`src/rtl/uart_sv_if.sv`:
```
// Host-side FIFO ports and serial line pair of uart_sv, grouped for connection.
// The slave modport is the UART's view; master is the host/line driver's view.
interface uart_sv_if #(
    parameter int DATA_BITS = 8
);
    logic [DATA_BITS-1:0] TxData;
    logic                 TxWrite;
    logic                 TxFull;
    logic                 TxEmpty;
    logic                 TxD;
    logic                 RxD;
    logic                 RxRead;
    logic [DATA_BITS-1:0] RxData;
    logic                 RxParityErr;
    logic                 RxFrameErr;
    logic                 RxEmpty;
    logic                 RxFull;
    logic                 RxOverrun;

    modport master (
        output TxData, TxWrite, RxD, RxRead,
        input  TxFull, TxEmpty, TxD, RxData, RxParityErr, RxFrameErr,
               RxEmpty, RxFull, RxOverrun
    );

    modport slave (
        input  TxData, TxWrite, RxD, RxRead,
        output TxFull, TxEmpty, TxD, RxData, RxParityErr, RxFrameErr,
               RxEmpty, RxFull, RxOverrun
    );
endinterface

```
`src/rtl/uart_sv.sv`:
```
// Full-duplex UART with TX/RX FIFOs; frame = start, data LSB first, parity, stop bits.
// Define UART_ODD_PARITY_EN for odd parity on both directions (even parity otherwise).
module uart_sv #(
    parameter int SYSCLK_RATE = 4,
    parameter int BAUD_RATE   = 1,
    parameter int DATA_BITS   = 8,
    parameter int STOP_BITS   = 2,
    parameter int FIFO_DEPTH  = 8
) (
    input logic      SysClk,
    input logic      Reset_n,
    uart_sv_if.slave bus
);
    localparam int CLKS_PER_BIT = SYSCLK_RATE / BAUD_RATE;
    localparam int HALF_BIT     = CLKS_PER_BIT / 2;
    localparam int CNT_W        = $clog2(CLKS_PER_BIT);
    localparam int PTR_W        = (FIFO_DEPTH > 1) ? $clog2(FIFO_DEPTH) : 1;
    localparam int OCC_W        = $clog2(FIFO_DEPTH + 1);
    localparam int RX_W         = DATA_BITS + 2;
`ifdef UART_ODD_PARITY_EN
    localparam logic PAR_INV = 1'b1;
`else
    localparam logic PAR_INV = 1'b0;
`endif

    typedef enum logic [2:0] {IDLE, START, DATA, PARITY, STOP} state_t;

    function automatic logic [PTR_W-1:0] next_ptr(input logic [PTR_W-1:0] p);
        return (p == PTR_W'(FIFO_DEPTH - 1)) ? '0 : p + PTR_W'(1);
    endfunction

    // ---------------- TX FIFO ----------------
    logic [DATA_BITS-1:0] tx_mem [FIFO_DEPTH];
    logic [PTR_W-1:0]     tx_wr_ptr, tx_rd_ptr;
    logic [OCC_W-1:0]     tx_count;
    logic                 tx_full, tx_push, tx_pop;

    assign tx_full = (tx_count == OCC_W'(FIFO_DEPTH));
    assign tx_push = bus.TxWrite && !tx_full;

    always_ff @(posedge SysClk)
        if (tx_push) tx_mem[tx_wr_ptr] <= bus.TxData;

    always_ff @(posedge SysClk or negedge Reset_n) begin
        if (!Reset_n) begin
            tx_wr_ptr <= '0;
            tx_rd_ptr <= '0;
            tx_count  <= '0;
        end else begin
            if (tx_push) tx_wr_ptr <= next_ptr(tx_wr_ptr);
            if (tx_pop)  tx_rd_ptr <= next_ptr(tx_rd_ptr);
            if (tx_push && !tx_pop)      tx_count <= tx_count + OCC_W'(1);
            else if (!tx_push && tx_pop) tx_count <= tx_count - OCC_W'(1);
        end
    end

    // ---------------- TX FSM ----------------
    state_t             tx_state;
    logic [CNT_W-1:0]   tx_cnt;
    logic [3:0]         tx_bit;
    logic [DATA_BITS:0] tx_sh;
    logic               tx_par, tx_line, tx_bit_end, tx_frame_end;

    assign tx_bit_end   = (tx_cnt == CNT_W'(CLKS_PER_BIT - 1));
    assign tx_frame_end = (tx_state == STOP) && tx_bit_end && (tx_bit == 4'(STOP_BITS - 1));
    // Reloading straight from the last stop bit keeps back-to-back frames gapless.
    assign tx_pop       = (tx_count != '0) && ((tx_state == IDLE) || tx_frame_end);

    always_ff @(posedge SysClk or negedge Reset_n) begin
        if (!Reset_n) begin
            tx_state <= IDLE;
            tx_cnt   <= '0;
            tx_bit   <= '0;
            tx_sh    <= '0;
            tx_par   <= 1'b0;
            tx_line  <= 1'b1;
        end else if (tx_pop) begin
            tx_state <= START;
            tx_sh    <= {1'b0, tx_mem[tx_rd_ptr]};
            tx_par   <= (^tx_mem[tx_rd_ptr]) ^ PAR_INV;
            tx_cnt   <= '0;
            tx_line  <= 1'b0;
        end else begin
            if (tx_state != IDLE) tx_cnt <= tx_bit_end ? '0 : tx_cnt + CNT_W'(1);
            case (tx_state)
                IDLE: tx_line <= 1'b1;
                START: if (tx_bit_end) begin
                    tx_state <= DATA;
                    tx_bit   <= '0;
                    tx_line  <= tx_sh[0];
                end
                DATA: if (tx_bit_end) begin
                    if (tx_bit == 4'(DATA_BITS - 1)) begin
                        tx_state <= PARITY;
                        tx_line  <= tx_par;
                    end else begin
                        tx_bit  <= tx_bit + 4'd1;
                        tx_sh   <= tx_sh >> 1;
                        tx_line <= tx_sh[1];
                    end
                end
                PARITY: if (tx_bit_end) begin
                    tx_state <= STOP;
                    tx_bit   <= '0;
                    tx_line  <= 1'b1;
                end
                STOP: if (tx_bit_end) begin
                    if (tx_frame_end) tx_state <= IDLE;
                    else              tx_bit   <= tx_bit + 4'd1;
                end
                default: tx_state <= IDLE;
            endcase
        end
    end

    assign bus.TxD     = tx_line;
    assign bus.TxFull  = tx_full;
    assign bus.TxEmpty = (tx_count == '0) && (tx_state == IDLE);

    // ---------------- RX FSM ----------------
    state_t               rx_state;
    logic                 rx_s1, rx_s2, rx_prev;
    logic [CNT_W-1:0]     rx_cnt;
    logic [3:0]           rx_bit;
    logic [DATA_BITS-1:0] rx_sh;
    logic                 rx_perr, rx_ferr, rx_push, rx_bit_end;
    logic [RX_W-1:0]      rx_word;

    assign rx_bit_end = (rx_cnt == CNT_W'(CLKS_PER_BIT - 1));

    always_ff @(posedge SysClk or negedge Reset_n) begin
        if (!Reset_n) begin
            rx_s1    <= 1'b1;
            rx_s2    <= 1'b1;
            rx_prev  <= 1'b1;
            rx_state <= IDLE;
            rx_cnt   <= '0;
            rx_bit   <= '0;
            rx_sh    <= '0;
            rx_perr  <= 1'b0;
            rx_ferr  <= 1'b0;
            rx_push  <= 1'b0;
            rx_word  <= '0;
        end else begin
            rx_s1   <= bus.RxD;
            rx_s2   <= rx_s1;
            rx_prev <= rx_s2;
            rx_push <= 1'b0;
            case (rx_state)
                IDLE: if (rx_prev && !rx_s2) begin
                    rx_state <= START;
                    rx_cnt   <= '0;
                end
                START: if (rx_cnt == CNT_W'(HALF_BIT - 1)) begin
                    rx_cnt   <= '0;
                    rx_bit   <= '0;
                    rx_state <= rx_s2 ? IDLE : DATA;
                end else rx_cnt <= rx_cnt + CNT_W'(1);
                DATA: if (rx_bit_end) begin
                    rx_cnt <= '0;
                    for (int i = 0; i < DATA_BITS; i++)
                        if (rx_bit == 4'(i)) rx_sh[i] <= rx_s2;
                    if (rx_bit == 4'(DATA_BITS - 1)) rx_state <= PARITY;
                    else                             rx_bit   <= rx_bit + 4'd1;
                end else rx_cnt <= rx_cnt + CNT_W'(1);
                PARITY: if (rx_bit_end) begin
                    rx_cnt   <= '0;
                    rx_perr  <= rx_s2 != ((^rx_sh) ^ PAR_INV);
                    rx_ferr  <= 1'b0;
                    rx_bit   <= '0;
                    rx_state <= STOP;
                end else rx_cnt <= rx_cnt + CNT_W'(1);
                STOP: if (rx_bit_end) begin
                    rx_cnt <= '0;
                    if (rx_bit == 4'(STOP_BITS - 1)) begin
                        rx_push  <= 1'b1;
                        rx_word  <= {rx_ferr | ~rx_s2, rx_perr, rx_sh};
                        rx_state <= IDLE;
                    end else begin
                        rx_ferr <= rx_ferr | ~rx_s2;
                        rx_bit  <= rx_bit + 4'd1;
                    end
                end else rx_cnt <= rx_cnt + CNT_W'(1);
                default: rx_state <= IDLE;
            endcase
        end
    end

    // ---------------- RX FIFO ----------------
    logic [RX_W-1:0]  rx_mem [FIFO_DEPTH];
    logic [PTR_W-1:0] rx_wr_ptr, rx_rd_ptr;
    logic [OCC_W-1:0] rx_count;
    logic             rx_full, rx_empty, rx_pop, rx_accept, rx_overrun;
    logic [RX_W-1:0]  rx_head;

    assign rx_full   = (rx_count == OCC_W'(FIFO_DEPTH));
    assign rx_empty  = (rx_count == '0);
    assign rx_pop    = bus.RxRead && !rx_empty;
    // A simultaneous read frees the slot the incoming word needs.
    assign rx_accept = rx_push && (!rx_full || rx_pop);

    always_ff @(posedge SysClk)
        if (rx_accept) rx_mem[rx_wr_ptr] <= rx_word;

    always_ff @(posedge SysClk or negedge Reset_n) begin
        if (!Reset_n) begin
            rx_wr_ptr  <= '0;
            rx_rd_ptr  <= '0;
            rx_count   <= '0;
            rx_overrun <= 1'b0;
        end else begin
            if (rx_accept) rx_wr_ptr <= next_ptr(rx_wr_ptr);
            if (rx_pop)    rx_rd_ptr <= next_ptr(rx_rd_ptr);
            if (rx_accept && !rx_pop)      rx_count <= rx_count + OCC_W'(1);
            else if (!rx_accept && rx_pop) rx_count <= rx_count - OCC_W'(1);
            if (rx_push && !rx_accept) rx_overrun <= 1'b1;
            else if (rx_pop)           rx_overrun <= 1'b0;
        end
    end

    assign rx_head         = rx_empty ? '0 : rx_mem[rx_rd_ptr];
    assign bus.RxData      = rx_head[DATA_BITS-1:0];
    assign bus.RxParityErr = rx_head[DATA_BITS];
    assign bus.RxFrameErr  = rx_head[DATA_BITS+1];
    assign bus.RxEmpty     = rx_empty;
    assign bus.RxFull      = rx_full;
    assign bus.RxOverrun   = rx_overrun;
endmodule

```
`src/flat_wrapper.sv`:
```
// flat-port wrapper written by rule: the top's interface ports become plain ports
module uart_sv_flat 
#(
    parameter int SYSCLK_RATE = 4,
    parameter int BAUD_RATE   = 1,
    parameter int DATA_BITS   = 8,
    parameter int STOP_BITS   = 2,
    parameter int FIFO_DEPTH  = 8
)
  (SysClk, Reset_n, bus_TxData, bus_TxWrite, bus_RxD, bus_RxRead, bus_TxFull, bus_TxEmpty, bus_TxD, bus_RxData, bus_RxParityErr, bus_RxFrameErr, bus_RxEmpty, bus_RxFull, bus_RxOverrun);
  uart_sv_if #(.DATA_BITS(DATA_BITS)) bus_i ();
  input logic SysClk;
  input logic Reset_n;
  input wire logic [$bits(bus_i.TxData)-1:0] bus_TxData;
  input wire logic [$bits(bus_i.TxWrite)-1:0] bus_TxWrite;
  input wire logic [$bits(bus_i.RxD)-1:0] bus_RxD;
  input wire logic [$bits(bus_i.RxRead)-1:0] bus_RxRead;
  output wire logic [$bits(bus_i.TxFull)-1:0] bus_TxFull;
  output wire logic [$bits(bus_i.TxEmpty)-1:0] bus_TxEmpty;
  output wire logic [$bits(bus_i.TxD)-1:0] bus_TxD;
  output wire logic [$bits(bus_i.RxData)-1:0] bus_RxData;
  output wire logic [$bits(bus_i.RxParityErr)-1:0] bus_RxParityErr;
  output wire logic [$bits(bus_i.RxFrameErr)-1:0] bus_RxFrameErr;
  output wire logic [$bits(bus_i.RxEmpty)-1:0] bus_RxEmpty;
  output wire logic [$bits(bus_i.RxFull)-1:0] bus_RxFull;
  output wire logic [$bits(bus_i.RxOverrun)-1:0] bus_RxOverrun;
  assign bus_i.TxData = bus_TxData;
  assign bus_i.TxWrite = bus_TxWrite;
  assign bus_i.RxD = bus_RxD;
  assign bus_i.RxRead = bus_RxRead;
  assign bus_TxFull = bus_i.TxFull;
  assign bus_TxEmpty = bus_i.TxEmpty;
  assign bus_TxD = bus_i.TxD;
  assign bus_RxData = bus_i.RxData;
  assign bus_RxParityErr = bus_i.RxParityErr;
  assign bus_RxFrameErr = bus_i.RxFrameErr;
  assign bus_RxEmpty = bus_i.RxEmpty;
  assign bus_RxFull = bus_i.RxFull;
  assign bus_RxOverrun = bus_i.RxOverrun;
  uart_sv #(.SYSCLK_RATE(SYSCLK_RATE), .BAUD_RATE(BAUD_RATE), .DATA_BITS(DATA_BITS), .STOP_BITS(STOP_BITS), .FIFO_DEPTH(FIFO_DEPTH)) u_core (.SysClk(SysClk), .Reset_n(Reset_n), .bus(bus_i));
endmodule
```
`config.mk`:
```
export PLATFORM = sky130hd
export DESIGN_NAME = uart_sv_flat
export DESIGN_NICKNAME = d
export VERILOG_FILES = /design/src/rtl/uart_sv_if.sv /design/src/rtl/uart_sv.sv /design/src/flat_wrapper.sv
export SDC_FILE = /design/constraint.sdc
export NUM_CORES = 1
export LEC_CHECK = 0
export ABC_AREA = 1
export CAP_MARGIN = 10
export CORE_ASPECT_RATIO = 0.75
export CORE_MARGIN = 2
export CORE_UTILIZATION = 55
export DETAILED_ROUTE_END_ITERATION = 12
export PLACE_DENSITY = 0.76
export SLEW_MARGIN = 20
export SYNTH_ARGS = -nofsm -noshare
export SYNTH_HDL_FRONTEND = slang
export SYNTH_SLANG_ARGS = --single-unit
```
`constraint.sdc`:
```
create_clock -name SysClk -period 3.2 [get_ports SysClk]
set_input_delay 0.48 -clock SysClk [delete_from_list [all_inputs] [get_ports SysClk]]
set_output_delay 0.48 -clock SysClk [all_outputs]
set_load 0.005 [all_outputs]
```
==> out/qor.csv <==
stage,metric,value,unit
outcome,status,"finished, final reports clean",
pwr,sequential power share,0.364,
synth,Main synth FF type,edfxtp_1,
final_layout,# diodes,0,
worst_setup_path,r2r setup slk,0.59,ns
clocking,# clock sinks,217,
worst_setup_path,CP Cell Sequence,buf_6 -> o21ai_0 -> o22ai_1 -> o21ai_0 -> a31oi_1 -> clkdlybuf4s50_1,
pwr,P_int,6.400,mW
drt,drt via density,5.234,
grt,grt peak-use layer,met1,
placed_design,DP Area,0.01057,mm^2
drt,routed len/inst,14.99,um
final_layout,Layout Cells excl Fill,1309,
grt,met3 Use GR,0.03739,
timing,ratio of final minimum period to clock period,0.9388,
synth,Yosys warning total,0,
flow_run,max_cap viols,0,
timing,Tmin final,3.004,ns
clocking,H-tree levels,1,
synth,most frequent cell after synthesis,nand2_1,
placed_design,"worst slack, placed",0.4159,ns
worst_setup_path,worst reg2reg path depth,13,
final_layout,nets,1090,
synth,"Distinct cells, synth",46,
grt,first-pass GRT wire length,32.89,mm
placed_design,Port Buffers,28,
grt,met2 GRT Util,0.3166,
placed_design,GP Congestion,0.7807,
drt,DR vias,6851,
worst_setup_path,FF-to-FF Start,u_core.rx_count[0],
drt,Final Routed Wirelength,19.62,mm
timing,Fmax,0.3329,GHz
floorplan,Ports,29,
timing,Final Slew Violations,0,
grt,total grt overflow,0,
timing,Setup Skew,0.007529,ns
floorplan,die width,159.4,um
placed_design,Detailed Place HPWL,12.72,mm
worst_setup_path,CP required,2.72,ns
pwr,power after layout,10.11,mW
worst_setup_path,Buf/Inv on CP,2,
final_layout,post-route cell area,0.01132,mm^2
floorplan,row count,42,
timing,slew at the pin closest to its max-slew limit,0.7262,ns
timing,Worst Hold Slack,0.02159,ns
hold_path,hold crit path type,in2async,
worst_setup_path,cell count along the critical path,6,
grt,gr usage total,0.2128,
synth,largest area contributor in the netlist,edfxtp_1,
final_layout,share of cells above drive strength 1,0.09185,
grt,GR Util met1,0.3303,
synth,sequential element share of the synthesized area,0.6176,
timing,Final Hold Fails,0,
clocking,CTS tree,built,
synth,synthesized area,0.009967,mm^2
grt,initial antenna violation count,0,
timing,max_slew headroom,0.5159,
worst_setup_path,Setup crit end kind,output port,
floorplan,total die area,0.01923,mm^2
synth,Cells after Synth,1003,
pwr,Psw,3.713,mW
timing,Setup WS post-layout,0.1957,ns
floorplan,core area,0.01771,mm^2
timing,Setup TNS,0,ns
pwr,Clk network pwr share,0.257,
clocking,"Reg clk slew, reported paths",0.06,ns
final_layout,Finished Core Util,0.6393,
synth,Synth top cells by count,"233 x nand2_1, 144 x edfxtp_1, 116 x inv_1",
synth,Syn Area/Cell,9.937,um^2
synth,Seq cells post-synth,217,
clocking,CTS root buf,clkbuf_16,
synth,number of synthesized flops with an enable pin,144,
worst_setup_path,Worst path slowest cell,clkdlybuf4s50_1,
floorplan,DIE HEIGHT,120.6,um
synth,top-area cell type share of the netlist area,0.4338,
final_layout,Filler cells,1395,
timing,RSZ-0062 raised after global routing,no,
floorplan,Initial Utilization,0.5628,
clocking,Num CTS Buffers,22,
pwr,LEAKAGE,4.933,nW
grt,largest net degree at the start of global routing,53,
drt,Pre-antenna DRT Iters,5,
worst_setup_path,Setup CP Type,reg2out,
drt,post-route ant nets,0,
synth,top post-synthesis cells by area,"edfxtp_1 43%, dfrtp_1 17%, nand2_1 8.8%",
pwr,combinational fraction of design power,0.380,
pwr,Net Sw Frac,0.3672,
clocking,Max Root-Sink Buffers,3,
final_layout,Layout area overhead,13.58,%
grt,number of global-route vias before repair,6414,
clocking,CTS Hold Bufs,0,
timing,setup violators final,0,
worst_setup_path,Critical Path AT,2.52,ns
worst_setup_path,CP peak stage delay,0.54,ns
worst_setup_path,CP Max Fanout,42,
pwr,cell area power density,893.3,mW/mm^2
synth,fraction of registers with async set/reset,0.3364,
worst_setup_path,startpoint types,flop,
drt,# DRC,0,
clocking,clock latency on the worst-skew pair,0.50,ns
worst_setup_path,Worst path top cell family by delay,buffers and inverters,
worst_setup_path,most frequent cell on the critical path,o21ai_0,
drt,Iteration-0 DRC Markers,621,
worst_setup_path,Crit Reg-Reg Endpoint,u_core.rx_count[3],
placed_design,Post-Place Cells,1269,
pwr,worst vdd ir,744.3,uV
synth,Post-Syn Nets,1042,
## routing by layer
layer / share of wire / routed length (um)
met1: 0.49 / 9661
met2: 0.43 / 8417
met3: 0.066 / 1289
met4: 0.013 / 254
met5: 0 / 0
## how the worst max path moves through the flow
stage	start	endpoint	slack, ns
6_report	u_core.rx_rd_ptr[0]	bus_RxData[6]	0.20
5_1_grt	u_core.rx_rd_ptr[0]	bus_RxData[6]	0.04
4_1_cts	u_core.rx_rd_ptr[0]	bus_RxData[6]	0.12
3_5_place_dp	bus_RxRead	u_core.rx_count[3]	0.42
3_3_place_gp	bus_RxRead	u_core.rx_count[3]	0.45
2_1_floorplan	u_core.tx_bit[1]	u_core.tx_count[3]	0.76
## final cells by class
| class | count | area (um^2) | area share |
|---|---|---|---|
| clock buffer | 29 | 608.1 | 0.05371 |
| clock inverter | 11 | 126.4 | 0.01116 |
| inverter | 132 | 508.0 | 0.04487 |
| multi-input combinational | 623 | 3136 | 0.2770 |
| sequential | 217 | 6156 | 0.5438 |
| tap | 242 | 302.8 | 0.02675 |
| timing repair buffer | 55 | 484.2 | 0.04277 |
## worst register-to-register path: cells and delay by family (launching register included)
| kind | cells | cell delay (ns) |
|---|---|---|
| AOI/OAI and AO/OA | 2 | 0.35 |
| DFF | 1 | 0.45 |
| and+or+nand+nor | 6 | 0.85 |
| buffers and inverters | 2 | 0.23 |
| adders and majority gates | 2 | 0.49 |
| xor gates and xnor gates | 1 | 0.14 |
## cell families after synthesis
family,synth area share
AND/OR/NAND/NOR,0.1799
flip-flops,0.6176
buffers and inverters,0.06842
AO/OA/AOI/OAI,0.08373
adder cells (fa/ha/maj),0.03415
XOR/XNOR,0.01406
multiplexers,0.002134
## registers in the layout (all words and copies together) (netlist names), 2 cells and up
signal / count
u_core.tx_state: 3
u_core.rx_word: 10
u_core.tx_rd_ptr: 3
u_core.rx_mem: 80
u_core.rx_cnt: 2
u_core.tx_mem: 64
u_core.rx_rd_ptr: 3
u_core.rx_count: 4
u_core.tx_wr_ptr: 3
u_core.tx_bit: 4
u_core.rx_state: 3
u_core.tx_sh: 8
u_core.rx_wr_ptr: 3
u_core.tx_count: 4
u_core.tx_cnt: 2
u_core.rx_bit: 4
u_core.rx_sh: 8
## cells in the final DEF (no fill, tap or decap), types with 4 or more instances in the layout
master             n
nand2_1          233
edfxtp_1         144
inv_1            115
nor2_1           106
o21ai_0           78
dfrtp_1           69
nand3_1           68
buf_4             27
clkdlybuf4s50_1   27
ha_1              24
clkbuf_16         23
a21oi_1           18
o22ai_1           16
a31oi_1           13
inv_2             11
xnor2_1            9
o21ai_1            9
xor2_1             7
clkinv_2           6
clkbuf_1           5
clkinv_1           4
nor3_1             4
dfstp_2            4
## power by group through the flow
stage          Clock [mW]  Combinational [mW]  Sequential (mW)
2_1_floorplan           0                2.80             3.63
3_3_place_gp            0                3.69             3.70
3_5_place_dp            0                3.78             3.71
4_1_cts              2.65                3.82             3.66
5_1_grt              2.76                4.39             3.73
6_report             2.60                3.84             3.68
## repair_timing
| action | in CTS | in global routing |
|---|---|---|
| resized for setup | 0 | 4 |
| setup endpoints to repair | 0 | 1 |
| setup buffers | 0 | 0 |
No activity file was read; power rests on OpenSTA's default activity.
